`src/rtl/axis_frame_gen.sv`:
```
// axis_frame_gen: AXI-Stream frame stimulus generator for link bring-up/soak (user_clk_out domain).
// Latency: first beat gap+2 cycles after enable rises; gap idle cycles between frames (0 = back-to-back).
// Backpressure: honours m_axis_tready; tvalid/tdata/tlast hold while stalled, no beat lost or repeated.
//
// Ports: clk/rst_n (async active-low); enable (level run request); frame_len (beats, 0 -> 1),
//        gap (idle cycles), mode (0 CONST, 1 INCR, 2 LFSR, 3 FRAME_ID), seed; m_axis_* master
//        stream; busy (frame in flight); frame_count (completed frames, wraps).
// Build option: define FRAME_GEN_CHECKSUM_EN to append one XOR-checksum beat to every frame.
module axis_frame_gen #(
    parameter int DATA_W      = 32,
    parameter int LEN_W       = 8,
    parameter int GAP_W       = 8,
    parameter int FRAME_CNT_W = 16
) (
    input  logic                   clk,
    input  logic                   rst_n,
    input  logic                   enable,
    input  logic [LEN_W-1:0]       frame_len,
    input  logic [GAP_W-1:0]       gap,
    input  logic [1:0]             mode,
    input  logic [DATA_W-1:0]      seed,
    output logic                   m_axis_tvalid,
    output logic [DATA_W-1:0]      m_axis_tdata,
    output logic                   m_axis_tlast,
    input  logic                   m_axis_tready,
    output logic                   busy,
    output logic [FRAME_CNT_W-1:0] frame_count
);

    localparam logic [1:0]  MODE_CONST    = 2'd0;
    localparam logic [1:0]  MODE_INCR     = 2'd1;
    localparam logic [1:0]  MODE_LFSR     = 2'd2;
    localparam logic [1:0]  MODE_FRAME_ID = 2'd3;
    // Right-shift Galois form of x^32 + x^22 + x^2 + x + 1.
    localparam logic [31:0] LFSR_TAPS     = 32'h8020_0003;

    typedef enum logic [1:0] {ST_IDLE, ST_GAP, ST_SEND} state_t;

    state_t             state;
    logic [GAP_W-1:0]   gap_cnt;
    logic [LEN_W-1:0]   beat_idx;
    logic [LEN_W-1:0]   lat_len;
    logic [1:0]         lat_mode;
    logic [DATA_W-1:0]  lat_seed;
    logic [31:0]        lfsr;
    logic               first_frame;
`ifdef FRAME_GEN_CHECKSUM_EN
    logic [DATA_W-1:0]  csum;
    logic               last_data;
`endif

    function automatic logic [31:0] lfsr_step(input logic [31:0] s);
        return s[0] ? ((s >> 1) ^ LFSR_TAPS) : (s >> 1);
    endfunction

    function automatic logic [DATA_W-1:0] beat_data(input logic [1:0]             m,
                                                    input logic [DATA_W-1:0]      sd,
                                                    input logic [LEN_W-1:0]       idx,
                                                    input logic [31:0]            lf,
                                                    input logic [FRAME_CNT_W-1:0] fc);
        logic [DATA_W-1:0] d;
        case (m)
            MODE_CONST:    d = sd;
            MODE_INCR:     d = sd + DATA_W'(idx);
            MODE_LFSR:     d = DATA_W'(lf);
            MODE_FRAME_ID: d = (idx == '0) ? DATA_W'(fc) : sd + DATA_W'(idx);
            default:       d = sd;
        endcase
        return d;
    endfunction

    logic                   hs;
    logic                   data_hs;
    logic                   do_start;
    logic [LEN_W-1:0]       nxt_idx;
    logic [LEN_W-1:0]       start_len;
    logic [31:0]            lfsr_adv;
    logic [31:0]            seed32;
    logic [31:0]            start_lfsr;
    logic [FRAME_CNT_W-1:0] start_fc;
    logic [DATA_W-1:0]      start_dat;
    logic [DATA_W-1:0]      nxt_dat;

    always_comb begin
        hs        = m_axis_tvalid & m_axis_tready;
        nxt_idx   = beat_idx + 1'b1;
`ifdef FRAME_GEN_CHECKSUM_EN
        last_data = (beat_idx == lat_len - 1'b1);
        // The checksum beat sits at index lat_len and does not move the LFSR.
        data_hs   = hs & (beat_idx != lat_len);
`else
        data_hs   = hs;
`endif
        lfsr_adv  = data_hs ? lfsr_step(lfsr) : lfsr;
        seed32    = 32'(seed);
        start_len = (frame_len == '0) ? LEN_W'(1) : frame_len;
        // Only the first frame after enable reseeds; later frames continue the sequence.
        start_lfsr = (mode == MODE_LFSR && first_frame) ?
                     ((seed32 == '0) ? 32'd1 : seed32) : lfsr_adv;
        // A back-to-back start coincides with the previous frame's completion.
        start_fc  = hs ? frame_count + 1'b1 : frame_count;
        start_dat = beat_data(mode, seed, '0, start_lfsr, start_fc);
        nxt_dat   = beat_data(lat_mode, lat_seed, nxt_idx, lfsr_adv, frame_count);
        do_start  = enable && ((state == ST_GAP && gap_cnt >= gap) ||
                               (state == ST_SEND && hs && m_axis_tlast && gap == '0));
    end

    always_ff @(posedge clk or negedge rst_n) begin
        if (!rst_n) begin
            state         <= ST_IDLE;
            gap_cnt       <= '0;
            beat_idx      <= '0;
            lat_len       <= '0;
            lat_mode      <= MODE_CONST;
            lat_seed      <= '0;
            lfsr          <= 32'd1;
            first_frame   <= 1'b0;
            m_axis_tvalid <= 1'b0;
            m_axis_tdata  <= '0;
            m_axis_tlast  <= 1'b0;
            busy          <= 1'b0;
            frame_count   <= '0;
`ifdef FRAME_GEN_CHECKSUM_EN
            csum          <= '0;
`endif
        end else begin
            if (hs && m_axis_tlast) begin
                frame_count <= frame_count + 1'b1;
            end
            if (data_hs) begin
                lfsr <= lfsr_adv;
            end
            if (do_start) begin
                state         <= ST_SEND;
                lat_len       <= start_len;
                lat_mode      <= mode;
                lat_seed      <= seed;
                lfsr          <= start_lfsr;
                first_frame   <= 1'b0;
                beat_idx      <= '0;
                m_axis_tvalid <= 1'b1;
                m_axis_tdata  <= start_dat;
                busy          <= 1'b1;
`ifdef FRAME_GEN_CHECKSUM_EN
                m_axis_tlast  <= 1'b0;
                csum          <= '0;
`else
                m_axis_tlast  <= (start_len == LEN_W'(1));
`endif
            end else begin
                case (state)
                    ST_IDLE: begin
                        if (enable) begin
                            state       <= ST_GAP;
                            gap_cnt     <= '0;
                            first_frame <= 1'b1;
                        end
                    end
                    ST_GAP: begin
                        if (!enable) begin
                            state <= ST_IDLE;
                        end else begin
                            gap_cnt <= gap_cnt + 1'b1;
                        end
                    end
                    ST_SEND: begin
                        if (hs) begin
                            if (m_axis_tlast) begin
                                // Counter restarts at 1 so exactly 'gap' idle cycles follow.
                                state         <= enable ? ST_GAP : ST_IDLE;
                                gap_cnt       <= GAP_W'(1);
                                m_axis_tvalid <= 1'b0;
                                m_axis_tlast  <= 1'b0;
                                busy          <= 1'b0;
                            end
`ifdef FRAME_GEN_CHECKSUM_EN
                            else if (last_data) begin
                                beat_idx     <= nxt_idx;
                                m_axis_tdata <= csum ^ m_axis_tdata;
                                m_axis_tlast <= 1'b1;
                            end else begin
                                beat_idx     <= nxt_idx;
                                m_axis_tdata <= nxt_dat;
                                csum         <= csum ^ m_axis_tdata;
                            end
`else
                            else begin
                                beat_idx     <= nxt_idx;
                                m_axis_tdata <= nxt_dat;
                                m_axis_tlast <= (nxt_idx == lat_len - 1'b1);
                            end
`endif
                        end
                    end
                    default: state <= ST_IDLE;
                endcase
            end
        end
    end

endmodule

```
`config.mk`:
```
export PLATFORM = sky130hd
export DESIGN_NAME = axis_frame_gen
export DESIGN_NICKNAME = d
export VERILOG_FILES = /design/src/rtl/axis_frame_gen.sv
export SDC_FILE = /design/constraint.sdc
export NUM_CORES = 1
export LEC_CHECK = 0
export ABC_CLOCK_PERIOD_IN_PS = 3600
export CORE_UTILIZATION = 35
export CTS_CLUSTER_SIZE = 14
export DETAILED_ROUTE_END_ITERATION = 7
export PLACE_DENSITY_LB_ADDON = 0.08
export SYNTH_ARGS = -nofsm -noshare
export SYNTH_HDL_FRONTEND = slang
export SYNTH_SLANG_ARGS = --single-unit
```
`constraint.sdc`:
```
create_clock -name clk -period 3.6 [get_ports clk]
set_input_delay 0.9 -clock clk [delete_from_list [all_inputs] [get_ports clk]]
set_output_delay 0.9 -clock clk [all_outputs]
set_load 0.01 [all_outputs]
```
Word-level counts from Yosys, hierarchy flattened
Cells that the tools add are included.
- input port bits: 54
- bits in registers: 143
- bitwise logic cells: 3
- reduce and logical (&&, ||, !) cells: 28
- equality and inequality tests: 19
- $add $sub $neg: 5
- mux-type cells: 42
- $lt $le $gt $ge: 1
- operators with widths (cell ; number):
    $mux 32 ; 11
    $pmux 32 s4 ; 1
    $pmux 32 s3 ; 1
    $mux 8 ; 9
    $add 32x8->32 ; 1
    $logic_not 32->1 ; 1
    $logic_not 8->1 ; 3
    $pmux 8 s3 ; 1
    $add 16x1->16 const B ; 1
    $add 8x1->8 const B ; 2
    $mux 16 ; 1
    $mux 1 ; 12
    $ne 3x3->1 const B ; 4
    $eq 2x2->1 const B ; 5
    $mux 2 ; 5
    $reduce_bool 2->1 ; 5
    $eq 8x1->1 const B ; 1
    $eq 8x8->1 ; 1
    $ge 8x8->1 ; 1
    $ne 2x2->1 const B ; 4
    $sub 8x1->8 const B ; 1
    $logic_and 1x1->1 ; 7
    $eq 2x1->1 const B ; 3
    $logic_not 2->1 ; 3
    other kinds (12) ; 14

Logic depth before layout (Yosys ltp)
Gate-level depths: netlist of the first run.
- depth in word-level cells: 8
- gate-level depth with buffers: 13

Worst setup path after synthesis of the first run
OpenSTA, ideal clock, no wires.
- path kind: register -> register
- from: register beat_idx[2]
- to: register m_axis_tdata[17]
- cell stages (with the launch flop): 14
- setup slack: 0.693 ns
- arrival: 2.780 ns
- path buffers: 2
- setup time: 0.127 ns
- clock period less this slack: 2.907 ns
- cell sequence: dfrtp_1 buf_2 and4_1 nand2_1 xnor2_1 ha_1 a21oi_1 o211ai_1 a31oi_1 buf_2 nor2_1 xor2_1 a221oi_1 o31ai_1
- longest elaborated chain between the ends: 8
- elaborated cells on any way between the ends: 9
- classes of those cells: 2 x add/sub; 6 x mux; 1 x reduce/logical
- ends and longest elaborated chain (element ; line ; source):
    start, declared ; 41 ; logic [LEN_W-1:0] beat_idx;
    start signal, assigned ; 188 ; beat_idx <= nxt_idx;
    $add 8x1->8 * ; 86 ; nxt_idx = beat_idx + 1'b1;
    $add 32x8->32 or $logic_not 8->1 (tied branches) ; 64, 66 ;
    $mux 32 ; 66 ; MODE_FRAME_ID: d = (idx == '0) ? DATA_W'(fc) : sd + DATA_W'(idx);
    $pmux 32 s4 * ; 62 ; case (m)
    $mux 32 * ; 168 ; if (m_axis_tlast) begin
    $mux 32 * ; 167 ; if (hs) begin
    $mux 32 * ; 151 ; case (state)
    $mux 32 * ; 133 ; if (do_start) begin
    end signal, assigned ; 142 ; m_axis_tdata <= start_dat;
    end signal, assigned ; 189 ; m_axis_tdata <= nxt_dat;
    end, declared ; 23 ; output logic [DATA_W-1:0] m_axis_tdata,
Mark *: on every way between the ends. The rest lies on a longest branch, timed or not. The select of a mux whose other input is x is not followed.
A chain may end at the register's enable or synchronous reset.

Worst setup path in the final report of the first run
- from: register beat_idx[5]
- to: register m_axis_tdata[17]
The elaborated chain is that of the path after synthesis.

==> results of run 1 <==
-- synthesized netlist by cell type (12+ instances only) --
master / instances / area [um2]
nand3_1: 36 / 180
nand2_1: 185 / 694
mux2i_1: 37 / 370
clkbuf_1: 46 / 173
a21oi_1: 95 / 475
a211oi_1: 15 / 113
xnor2_1: 50 / 438
nand4_1: 12 / 75.1
xor2_1: 35 / 307
dfrtp_1: 142 / 3550
o22ai_1: 12 / 75.1
nor4_1: 16 / 100
buf_2: 21 / 105
nor2_1: 118 / 443
nor3_1: 22 / 110
ha_1: 28 / 350
inv_1: 31 / 116
o21ai_0: 61 / 305
-- per-layer routing --
layer	vias to the layer above	routed length, um
li1	4230	-
met1	4325	16200
met2	280	15100
met3	48	1960
met4	0	717
met5	-	0
-- state kept, by name, indices dropped and copies added (netlist names) --
name / flops
lat_seed: 32
state: 2
m_axis_tlast: 1
busy: 1
lat_len: 8
lat_mode: 2
beat_idx: 8
lfsr: 32
m_axis_tdata: 32
first_frame: 1
gap_cnt: 8
frame_count: 16
-- cell type report --
class,instances,area (um2)
inverter,31,116
multi-input combinational,883,5460
clock inverter,12,185
fill,2649,14500
timing repair buffer,169,1610
sequential,143,3580
clock buffer,20,447
tap,335,419
-- worst paths after layout --
| path | from | endpoint | slack [ns] | cells after the start |
|---|---|---|---|---|
| worst max-delay path | beat_idx[5] | m_axis_tdata[17] | 0.36 | 12 |
| worst min-delay path | rst_n | lat_seed[6] | 0.41 | 1 |
| worst max register to register | beat_idx[5] | m_axis_tdata[17] | 0.36 | 12 |
| worst min register to register | gap_cnt[7] | gap_cnt[7] | 0.49 | 1 |
| max in group asynchronous | rst_n | lfsr[0] | 2.29 | 2 |
| min in group clk | gap_cnt[7] | gap_cnt[7] | 0.49 | 1 |
-- stage by stage --
stage	std cells	worst slack, ns	hold WS, ns	utilization, %	power [mW]
floorplan	1135	0.693	0.449	-	3.40
global placement	1561	0.0882	0.488	42.5	4.25
detailed placement	1561	0.000414	0.491	42.5	4.26
CTS	1593	0.256	0.444	44.9	6.23
global route	1593	0.102	0.439	44.9	6.56
finish	1593	0.361	0.414	44.9	6.22
-- kinds of logic (layout without fill, tap and decap cells) --
kind of cell	Yosys count	count (layout)	synth area share (%)
buffers and inverters	109	232	5.00
multiplexers	47	47	5.13
AO/OA/AOI/OAI	275	275	18.5
AND/OR/NAND/NOR	447	447	21.8
adder cells (fa/ha/maj)	29	29	3.91
XOR/XNOR	85	85	7.85
flip-flops	143	143	37.8
-- cells in the final DEF, fill, tap and decap left out, types with 35 or more instances in the layout --
cell and instances:
o21ai_0 61, dfrtp_1 141, nor2_1 117, nand2_1 183
xnor2_1 50, clkdlybuf4s50_1 103, nand3_1 35, buf_4 59
mux2i_1 37, a21oi_1 95, xor2_1 35
-- power groups by stage --
stage	clock (mW)	combinational [mW]	sequential [mW]
floorplan	0	1.14	2.26
global placement	0	1.88	2.37
detailed placement	0	1.89	2.37
CTS	1.98	1.90	2.34
global route	2.06	2.11	2.40
finish	1.97	1.91	2.35
==> results.txt, run 1 <==
The flow ran to the end, but the final reports show violations. The final reports fail on design-rule violations. The mean number of vias per cell came out at 5.58. The run gives 8,883 as the total number of vias. In this run the static leakage power is 5.44 nW. The worst setup path is of the reg2reg kind. TritonCTS built the clock tree.

The synthesis-stage register bit count was 143; the total clock sinks was 143. In this run, synthesis inferred 0 flip-flops with an integrated enable. The logs give 0.0263 mm2 for the area of the placeable core and 0.00948 mm2 for the post-synthesis instance area. The die boundary height was 167 um; the average routed wire per standard cell was 21.3 um. The number of slew-limit violations in the final report is 0, and the clock skew after layout is 0.0160 ns. Traced cell by cell, the critical path runs through and4_1 -> nand2_1 -> xnor2_1 -> ha_1 -> a21oi_1 -> o211ai_1 -> a31oi_1 -> buf_12 -> nor2_1 -> xor2_1 -> a221oi_1 -> o31ai_1. For this run, design rule violations remaining after detail routing come to 7. The worst path required time was 3.91 ns; the total nets after synthesis was 1,218. Clock latency on the worst-skew pair, taken at its later pin, is 0.44 ns. Main flop type after synthesis: dfrtp_1. Initial antenna violation count: 0. The tools report the number of post-CTS setup repair buffers as 0.

For met3 alone, demand over resource in global routing was 4.82%. Power spread over the standard cell area amounts to 526 mW/mm2. The first global-routing pass estimated 52.7 mm of wire.

The congestion estimate from routability-driven global placement came to 0.836. Quantity of I/O buffers inserted on ports: 104. The ratio of final minimum period to clock period came out at 90.0%. The cell family contributing the most delay on the critical path was compound AO/OA/AOI/OAI gates. The met2 capacity usage during global routing is 37.7%, and the fraction of registers with async set/reset is 100%. Maximum frequency from static timing analysis: 309 MHz.

CTS built an H-tree with a depth of 4. The count of endpoints failing setup in the final report is 0. For the global-route usage over all layers, the log shows 24.8%. The layout overhead on the synthesized area came out at 24.6%.

Entering global routing, the biggest net connects 53 pins. For this design, the slowest cell found on the critical path is dfrtp_1. The run gives 0.000286 V as the maximum ir drop on the vdd rail.

The logs give 77 for the count of cell types in the netlist and 822 for the number of DRC violations after detailed-routing iteration 0. Clock tree synthesis inserted a total of 17 buffers. The detailed placer's ending HPWL is 24.4 mm, and the share of final-layout standard cells stronger than drive strength 1 is 11.7%. The buffer type at the clock tree root was clkbuf_16. The number of global-route vias before repair is 8,753, and the proportion of power drawn by combinational gates is 30.6%. The count of mapped cells out of synthesis was 1,135. The post-CTS clock slew at the launch and capture registers of the worst setup and hold paths is 0.06 ns, and the sequential power share is 37.7%. The post-synthesis sequential area ratio was 37.8%.

The relative contribution of the clock network to total power is 31.6%. For the headroom to the max-slew limit, the log shows 45.5%. The clock period could shrink to 3.24 ns. Net switching is 35.2% of the power.

The layer flagged by global routing as most heavily used is met2. The internal power of the cells totals 4.03 mW. Along the worst path, the maximum fanout reaches 12. For the final cell area excluding filler cells, the log shows 0.0118 mm2. For this run, the detailed router's first-pass iteration total came to 7. The worst hold path belongs to the class in2async. The tools report the number of nets at the end of the flow as 1,328. For the total placed instance area, the log shows 0.0112 mm2.

The detail route stage leaves a number of antenna-violating nets equal to 0. Post-CTS repair changed the size of 0 cells. The total grt overflow came out at 0. For the maximum buffer depth of the clock tree, the log shows 2. Setup repair after global routing left no endpoint under its margin. Slew at the pin closest to its max-slew limit: 0.817 ns.

The startpoint kind of the worst setup timing path was a flip-flop. The largest single stage delay on the critical path is 0.48 ns. In this run the mean area of a mapped cell was 8.35 um2. The Yosys step of the flow raised 0 warnings. Once the floorplan was initialized, standard cells occupied 36.1% of the core. The final antenna diode count was 0. Data arrives at the worst endpoint at 3.55 ns. In this run the core area contains 59 standard-cell rows.

The combined buffer and inverter count along the critical path was 1. Max-cap violations in this run came to 0. The tools report the full die area as 0.0277 mm2.

STA classifies the critical path endpoint as a flip-flop. The tools report the number of placed I/O pins as 105. After clock tree synthesis, the flow added hold-fix buffers numbering 0.

After routing, the total negative slack on setup checks comes to 0 ns. The fraction of met1 tracks used by global routing is 35.1%, and the switching power total is 2.19 mW. The total wire length after detailed routing came out at 33.9 mm. The number of hold-slack violations in the final timing report is 0. From left edge to right edge, the die measures 167 um.
No activity file was read; power rests on OpenSTA's default activity.
==> run 2, diff against run 1 <==
--- a/config.mk
+++ b/config.mk
@@ -6,7 +6,7 @@
 export NUM_CORES = 1
 export LEC_CHECK = 0
 export ABC_CLOCK_PERIOD_IN_PS = 3600
-export CORE_UTILIZATION = 35
+export CORE_UTILIZATION = 45
 export CTS_CLUSTER_SIZE = 14
 export DETAILED_ROUTE_END_ITERATION = 7
 export PLACE_DENSITY_LB_ADDON = 0.08
==> results.txt, run 2 (synthesis gave the netlist of run 1 again) <==
The flow ran to the end, and the final reports show no timing, DRC or antenna violations. The die boundary height came out at 147 um (-12%). The average routed wire per standard cell came out at 20.2 um (-5.2%).

The proportion of power drawn by combinational gates was 31.6% (+1.0 points). The combined buffer and inverter count along the critical path is 2 (+1). The tools report the max-capacitance violation count as 0 (unchanged). The number of post-CTS setup repair buffers is 0 (unchanged). The cell family contributing the most delay on the critical path is compound AO/OA/AOI/OAI gates.

The number of detailed-routing iterations run before antenna repair is 5 (-2). The number of H-tree levels came out at 4 (unchanged). STA classifies the critical path endpoint as a flip-flop. STA classifies the critical path startpoint as a flip-flop. The quantity of I/O buffers inserted on ports was 104 (unchanged); the maximum fanout along the worst path was 7 (-5). TritonCTS built the clock tree.

The endpoint of the most critical register-to-register path is m_axis_tdata[26]. The logs give 0 (-7) for the count of unresolved DRC violations after routing and 17 (unchanged) for the CTS buffer count. The number of global-route vias before repair came out at 8,284 (-5.4%). For the full die area, the log shows 0.0216 mm2 (-22%). The count of filler cells inserted in the layout is 1,967 (-26%), and the relative contribution of the clock network to total power is 28.5% (-3.1 points). The number of DRC violations after detailed-routing iteration 0 was 741 (-9.9%); the first-pass GRT wire length was 48.3 mm (-8.4%). The clock skew after layout was 0.0133 ns (-0.00271 ns); the switching power total was 2.13 mW (-2.6%). The run gives 0 (unchanged) as the initial antenna violation count. The switching part of the total works out to 36.4% (+1.2 points). Relative to the synthesized area, the layout overhead comes to 21.3%.

The critical path goes through ha_1 -> nand2_1 -> xnor2_1 -> buf_4 -> ha_1 -> and4_1 -> o21ai_1 -> a21oi_2 -> buf_4 -> nand3_1 -> xnor2_1 -> a221oi_2 -> o22ai_1. Pin count of the biggest net entering global routing: 77 (+45%). The library cells used most frequently in the layout, excluding fill and tap cells, are nand2_1 (183), dfrtp_1 (141), nor2_1 (117), clkdlybuf4s50_1 (103), a21oi_1 (95). The post-CTS clock slew at the launch and capture registers of the worst setup and hold paths came out at 0.06 ns (about the same).

The delay contributed by the slowest stage of the critical path was 0.42 ns (-0.06 ns). The post-route minimum period came out at 3.17 ns (-0.0679 ns). Setup repair after global routing left no endpoint under its margin.

The arrival time reported for the critical path endpoint was 3.47 ns (-0.08 ns); the sequential cell area in the final layout was 0.00358 mm2 (unchanged). In the final layout, the registers with the most flip-flops are lat_seed (32), lfsr (32), m_axis_tdata (32). The logs give 52 (-12%) for the number of core rows and 0.000308 V (+7.6%) for the maximum ir drop on the vdd rail.

The mean number of vias per cell is 5.85 (+4.9%), and the footprint of the multi-input gates is 0.00545 mm2 (-0.23%). For the minimum setup slack in the final design, the log shows 0.429 ns (+0.0679 ns). The total number of vias is 8,832 (-0.57%), and the static leakage is 5.29 nW (-2.7%).

The tools report the number of hold buffers added after CTS as 0 (unchanged). The run gives 0 (unchanged) as the total grt overflow. The post-route core utilization was 56.3% (+11 points).

The cell count of the worst reg-to-reg path is 13 (+1), and the global-route usage over all layers is 28.9% (+4.2 points). The run gives 3.72 mW (-7.7%) as the total internal power. The headroom to the max-slew limit is 42.8% (-2.7 points), and the slew at the pin closest to its max-slew limit is 0.856 ns (+0.0399 ns).

For the initial standard-cell utilization of the core, the log shows 46.4% (+10 points). The run gives 0.0204 mm2 (-22%) as the area of the placeable core. The library cell used most frequently in the layout, excluding fill and tap cells, is nand2_1. Areal power density over the cells: 509 mW/mm2 (-3.4%). The tools report the final cell area excluding filler cells as 0.0115 mm2 (-2.6%). The sequential power share is 39.9% (+2.2 points).

The total clock sinks is 143 (unchanged), and the share of final-layout standard cells stronger than drive strength 1 is 10.6% (-1.1 points). In this run the critical register-to-register path is launched from beat_idx[1]. The maximum frequency from static timing analysis is 315 MHz (+2.1%). The count of endpoints failing setup in the final report is 0 (unchanged). The worst setup path is of the reg2reg kind. Worst-case setup slack after placement: 0.118 ns (+0.118 ns). The die span in x was 147 um (-12%). The number of cells upsized or downsized after cts was 0 (unchanged); the number of hold-slack violations in the final timing report was 0 (unchanged). Insertion delay to the later sink of the worst-skew pair: 0.43 ns (about the same). The number of nets at the end of the flow came out at 1,310 (-1.4%). The detailed placer's ending HPWL was 21.5 mm (-12%).

The ratio of final minimum period to clock period works out to 88.1% (-1.9 points). The final antenna-violating net count was 0 (unchanged); the number of placed I/O pins was 105 (unchanged). The tools report the routability-driven placement congestion ratio as 0.865 (+3.4%). The number of slew-limit violations in the final report was 0 (unchanged).

The tools report the buffer type at the clock tree root as clkbuf_16. The run gives 0 (unchanged) as the final antenna diode count. The logs give 0.0110 mm2 (-2.0%) for the total placed instance area and 0 ns (unchanged) for the sum of negative setup slack. The total wire length after detailed routing came out at 30.5 mm (-10%). The worst hold path belongs to the class in2async. The critical path's slowest cell was dfrtp_1. The worst path required time came out at 3.90 ns (about the same). The maximum buffer depth of the clock tree is 2 (unchanged), and the flop-to-flop setup slack is 0.43 ns (+0.07 ns).
[run 2: final cells by class]
| type | instances | share of cell area (%) |
|---|---|---|
| repair buffers | 151 | 12.8 |
| well taps | 270 | 2.94 |
| flip-flops and latches | 143 | 31.1 |
| clock inverters | 14 | 0.968 |
| clock buffers | 18 | 3.82 |
| inverters | 31 | 1.01 |
| multi-input cells | 883 | 47.3 |
[run 2: worst max path at each step]
| stage | start | to | slack, ns | cells past startpoint |
|---|---|---|---|---|
| 6_report | beat_idx[1] | m_axis_tdata[26] | 0.43 | 13 |
| 5_1_grt | beat_idx[1] | m_axis_tdata[9] | 0.20 | 12 |
| 4_1_cts | beat_idx[1] | m_axis_tdata[11] | 0.46 | 13 |
| 3_5_place_dp | gap[2] | m_axis_tdata[13] | 0.12 | 10 |
| 3_3_place_gp | gap[2] | m_axis_tdata[13] | 0.19 | 10 |
| 2_1_floorplan | beat_idx[2] | m_axis_tdata[17] | 0.69 | 13 |
[run 2: stage by stage]
step | cells | power, mW | hold WS [ns]
after floorplan | 1135 | 3.40 | 0.449
after global placement | 1478 | 4.17 | 0.483
after detailed placement | 1478 | 4.18 | 0.505
after CTS | 1510 | 5.87 | 0.518
after global routing | 1510 | 6.18 | 0.545
final | 1510 | 5.85 | 0.504
[run 2: power by group through the flow]
stage | clock (mW) | combinational (mW) | sequential (mW)
floorplan | 0 | 1.14 | 2.26
detailed placement | 0 | 1.83 | 2.35
CTS | 1.70 | 1.85 | 2.33
finish | 1.67 | 1.85 | 2.33
global route | 1.76 | 2.04 | 2.38
global placement | 0 | 1.81 | 2.36
[run 2: worst register-to-register path, cell delays in order, from the launching register on]
cell,delay [ns]
dfrtp_1,0.42
ha_1,0.33
nand2_1,0.10
xnor2_1,0.13
buf_4,0.16
ha_1,0.38
and4_1,0.21
o21ai_1,0.15
a21oi_2,0.33
buf_4,0.21
nand3_1,0.09
xnor2_1,0.15
a221oi_2,0.26
o22ai_1,0.12
[run 2: metal layers]
metal / share of wire, % / up-vias / GRT usage [%]
met4: 1.4 / 0 / 6.70
met2: 45 / 306 / 44.8
met5: 0 / - / 0
li1: - / 4192 / -
met1: 47 / 4297 / 42.3
met3: 6.0 / 37 / 4.53
